--- config.mk ---
export PLATFORM = sky130hd
export DESIGN_NAME = uart_tx
export DESIGN_NICKNAME = d
export VERILOG_FILES = /design/src/rtl/uart_tx.sv
export SDC_FILE = /design/constraint.sdc
export NUM_CORES = 1
export LEC_CHECK = 0
export CORE_MARGIN = 1.5
export CORE_UTILIZATION = 25
export CTS_CLUSTER_DIAMETER = 200
export CTS_CLUSTER_SIZE = 20
export DETAILED_ROUTE_END_ITERATION = 6
export SLEW_MARGIN = 20
export SYNTH_ARGS = -nofsm -noshare
export SYNTH_HDL_FRONTEND = slang
export SYNTH_SLANG_ARGS = --single-unit
--- constraint.sdc ---
create_clock -name CLK_I -period 4.9 [get_ports CLK_I]
set_input_delay 0.98 -clock CLK_I [delete_from_list [all_inputs] [get_ports CLK_I]]
set_output_delay 0.98 -clock CLK_I [all_outputs]
set_load 0.03 [all_outputs]
--- src/rtl/uart_tx.sv ---
// UART transmitter that pops bytes from a FIFO and serialises them.
// One start bit, eight data bits LSB first, one or two stop bits.
module uart_tx #(
  parameter int CLKS_PER_BIT = 16,
  parameter int STOP_BITS    = 1
) (
  input  logic       CLK_I,
  input  logic       RST_NI,
  input  logic       TX_EN_I,
  input  logic       FIFO_EMPTY_I,
  input  logic [7:0] FIFO_DATA_I,
  output logic       FIFO_RE_O,
  output logic       TX_O,
  output logic       BUSY_O
);

  localparam int CW =
    (CLKS_PER_BIT > 1) ? $clog2(CLKS_PER_BIT) : 1;
  localparam logic [CW-1:0] LAST = CW'(CLKS_PER_BIT - 1);

  typedef enum logic [1:0] {
    IDLE,
    START,
    DATA,
    STOP
  } state_t;

  state_t        r_state;
  state_t        w_state_n;
  logic [CW-1:0] r_cnt;
  logic [CW-1:0] w_cnt_n;
  logic [2:0]    r_bit;
  logic [2:0]    w_bit_n;
  logic          r_stop;
  logic          w_stop_n;
  logic [7:0]    r_shift;
  logic [7:0]    w_shift_n;
  logic          r_tx;
  logic          w_tx_n;

  logic w_bit_end;
  logic w_last_stop;
  logic w_frame_end;
  logic w_can_pop;
  logic w_pop;

  assign w_bit_end   = (r_cnt == LAST);
  assign w_last_stop = (STOP_BITS == 1) || r_stop;
  assign w_frame_end = (r_state == STOP)
                     && w_bit_end && w_last_stop;
  assign w_can_pop   = TX_EN_I && !FIFO_EMPTY_I;
  assign w_pop       = w_can_pop
                     && ((r_state == IDLE) || w_frame_end);

  // Pop strobe is held off while reset is asserted,
  // even though the idle state would otherwise allow it.
  assign FIFO_RE_O = w_pop && RST_NI;
  assign TX_O      = r_tx;
  assign BUSY_O    = (r_state != IDLE);

  // State and datapath registers.
  always_ff @(posedge CLK_I or negedge RST_NI) begin
    if (!RST_NI) begin
      r_state <= IDLE;
      r_cnt   <= '0;
      r_bit   <= '0;
      r_stop  <= 1'b0;
      r_shift <= '0;
      r_tx    <= 1'b1;
    end else begin
      r_state <= w_state_n;
      r_cnt   <= w_cnt_n;
      r_bit   <= w_bit_n;
      r_stop  <= w_stop_n;
      r_shift <= w_shift_n;
      r_tx    <= w_tx_n;
    end
  end

  // Next-state, bit timing and serial line value.
  // TX is computed one cycle ahead so the line
  // changes on the same edge as the state.
  always_comb begin
    w_state_n = r_state;
    w_cnt_n   = w_bit_end ? '0 : r_cnt + 1'b1;
    w_bit_n   = r_bit;
    w_stop_n  = r_stop;
    w_shift_n = r_shift;
    w_tx_n    = r_tx;
    unique case (r_state)
      IDLE: begin
        w_cnt_n = '0;
        w_tx_n  = 1'b1;
        if (w_pop) begin
          w_state_n = START;
          w_shift_n = FIFO_DATA_I;
          w_tx_n    = 1'b0;
        end
      end
      START: begin
        if (w_bit_end) begin
          w_state_n = DATA;
          w_tx_n    = r_shift[0];
        end
      end
      DATA: begin
        if (w_bit_end) begin
          w_shift_n = r_shift >> 1;
          w_bit_n   = r_bit + 3'd1;
          if (r_bit == 3'd7) begin
            w_state_n = STOP;
            w_tx_n    = 1'b1;
          end else begin
            w_tx_n = r_shift[1];
          end
        end
      end
      STOP: begin
        if (w_bit_end) begin
          if (w_last_stop) begin
            w_stop_n = 1'b0;
            if (w_pop) begin
              w_state_n = START;
              w_shift_n = FIFO_DATA_I;
              w_tx_n    = 1'b0;
            end else begin
              w_state_n = IDLE;
              w_tx_n    = 1'b1;
            end
          end else begin
            w_stop_n = 1'b1;
          end
        end
      end
      default: begin
        w_state_n = IDLE;
        w_tx_n    = 1'b1;
      end
    endcase
  end

endmodule

==> results.sh <==
export IMPL_yosys_warnings=0
export IMPL_drv_slew=0
export IMPL_cp_start_kind="primary input"
export IMPL_max_freq_ghz=0.280
export IMPL_wl_mm=1.89
export IMPL_path_clk_slew_ns=0.07
export IMPL_syn_num_nets=111
export IMPL_multi_input_area_um2=572
export IMPL_core_area_um2=4030
export IMPL_hold_buffers=0
export IMPL_required_ns=3.92
export IMPL_via_per_inst=4.68
export IMPL_critPathKind="in2out"
export IMPL_layout_common_cells="mux2_2, dfrtp_1, clkdlybuf4s50_1"
export IMPL_min_delay_path_depth=2
export IMPL_cts_max_path_buffers=2
export IMPL_reg2reg_depth=5
export IMPL_n_fill_cell=410
export IMPL_finalSetupTns_ns=0
export IMPL_synth_edf_count=0
export IMPL_cpPeakStageDelay_ns=0.68
export IMPL_finalPower_uw=712
export IMPL_grt_overflow=0
export IMPL_wl_per_cell_um=12.0
export IMPL_crit_fanout=6
export IMPL_ys_flop_type="dfrtp_1"
export IMPL_rrSetupSlack_ns=2.49
export IMPL_cpMaxStageDelayCell="clkdlybuf4s50_1"
export IMPL_synthCells=90
export IMPL_p_per_area_nw_per_um2=544
export IMPL_dieArea_um2=4610
export IMPL_avgSynthCellArea_um2=11.7
export IMPL_area_growth_pct=24.3
export IMPL_postRouteAntennaNets=0
export IMPL_seqCellArea_um2=452
export IMPL_grt_use_total=0.0978
export IMPL_max_slew_margin=0.595
export IMPL_synth_area_um2=1050
export IMPL_cts_sinks=18
export IMPL_dieWidth_um=67.9
export IMPL_die_y_um=67.9
export IMPL_maxCapViolations=0
export IMPL_post_cts_resized=0
export IMPL_finalCriticalPeriod_ns=3.57
export IMPL_dpl_hpwl_mm=1.47
export IMPL_crit_path_frequent_cell="clkdlybuf4s50_1"
export IMPL_cp_end_kind="primary output"
export IMPL_insertion_delay_ns=0.26
export IMPL_grt_pass1_vias=743
export IMPL_drt_iter0_markers=48
export IMPL_gp_congestion=0.813
export IMPL_layout_drive_gt1_share=0.262
export IMPL_cts_buffers=3
export IMPL_num_vias=734
export IMPL_postCtsSetupRepairBufs=0
export IMPL_drt_first_pass_iters=4
export IMPL_critPathArrivalTime_ns=2.59
export IMPL_ys_types=28
export IMPL_port_buffers=14
export IMPL_grt_max_degree=20
export IMPL_drc_errors=0
export IMPL_rows=23
export IMPL_final_period_utilization=0.729
export IMPL_clockRootBuffer="clkbuf_8"
export IMPL_hold_path_class="reg2reg"
export IMPL_finalHoldViolCount=0
export IMPL_synth_seq_cells=18
export IMPL_status="complete, no violations"
export IMPL_ir_drop_uv=214
export IMPL_power_leakage_nw=0.556
export IMPL_fin_cells=157
export IMPL_antenna_found_initial=0
export IMPL_rsz0062_at_grt="no"
export IMPL_fin_skew_ns=0.00634
export IMPL_synth_async_sr_flop_share=1.00
export IMPL_worst_pin_slew_ns=0.607
export IMPL_initial_utilization=0.261
export IMPL_ctsHtreeMaxLevel=1
export IMPL_tritoncts="yes"
export IMPL_ys_seq_area_frac=0.429
export IMPL_grt_pass1_wl_mm=3.31
export IMPL_nets=129
export IMPL_setup_viol=0
export IMPL_ios=15
export IMPL_path_cells="clkdlybuf4s50_1 > and2b_2 > o21ai_0 > nor2_1 > clkdlybuf4s50_1"
export IMPL_antenna_cells=0
export IMPL_placedCellCount=153
## per-stage QoR
stage          setup slack, ns   util  hold slack (ns)  area, µm²
2_1_floorplan             2.18      -            0.453       1050
3_3_place_gp              1.38  0.311            0.469       1250
3_5_place_dp              1.33  0.311            0.471       1250
4_1_cts                   1.33  0.325            0.483       1310
5_1_grt                   1.26  0.325            0.513       1310
6_report                  1.33  0.325            0.478       1310
## where the power goes
group | switching, mW | internal, mW
combinational | 0.167 | 0.167
sequential | 0.0442 | 0.211
clock | 0.0509 | 0.0714
total | 0.263 | 0.449
## synthesized netlist by cell type (all sizes together) (3+ instances only)
master | n | area share
nor2 | 5 | 0.018
a21oi | 3 | 0.025
dfrtp | 17 | 0.40
o21ai | 6 | 0.032
inv | 5 | 0.018
nand2 | 3 | 0.011
ha | 9 | 0.11
mux2 | 17 | 0.18
## sequential cells by signal, summed over array words and instances (netlist names)
name	flops
r_shift	8
TX_O	1
r_state	2
r_bit	3
r_cnt	4
## worst paths after layout
kind | from | end
max reg2reg | r_state[0]$_DFFE_PN0P_ | r_shift[3]$_DFFE_PN0P_
min | TX_O$_DFFE_PN1P_ | TX_O$_DFFE_PN1P_
min reg2reg | TX_O$_DFFE_PN1P_ | TX_O$_DFFE_PN1P_
max | FIFO_EMPTY_I | FIFO_RE_O
min in group asynchronous | RST_NI | r_state[1]$_DFFE_PN0P_
max in group asynchronous | RST_NI | TX_O$_DFFE_PN1P_
## layer usage
metal,part of all wire,vias to the layer above,track usage
li1,-,357,-
met1,0.47,360,0.126
met2,0.46,17,0.156
met3,0.064,0,0.0428
met4,0,0,0.0150
met5,0,-,0
## cells by family (layout without fill, tap and decap cells)
family / Yosys count / in the layout / share of synthesized area
AO/OA/AOI/OAI: 15 / 15 / 0.106
XOR/XNOR: 2 / 2 / 0.0166
adder cells (fa/ha/maj): 9 / 9 / 0.107
buffers and inverters: 7 / 24 / 0.0274
flip-flops: 18 / 18 / 0.429
multiplexers: 17 / 17 / 0.182
AND/OR/NAND/NOR: 22 / 22 / 0.132
## worst max-delay path: cells and delay by family
family / cells / cell delay [ns]
compound gates: 1 / 0.14
buf+inv: 2 / 1.07
simple gates: 2 / 0.41
## area by class of cell
| class | instances | share of cell area |
|---|---|---|
| multi-input combinational | 65 | 0.437 |
| sequential | 18 | 0.345 |
| tap | 50 | 0.0478 |
| inverter | 5 | 0.0144 |
| clock buffer | 4 | 0.0421 |
| timing repair buffer | 15 | 0.113 |
No activity file was read; power rests on OpenSTA's default activity.
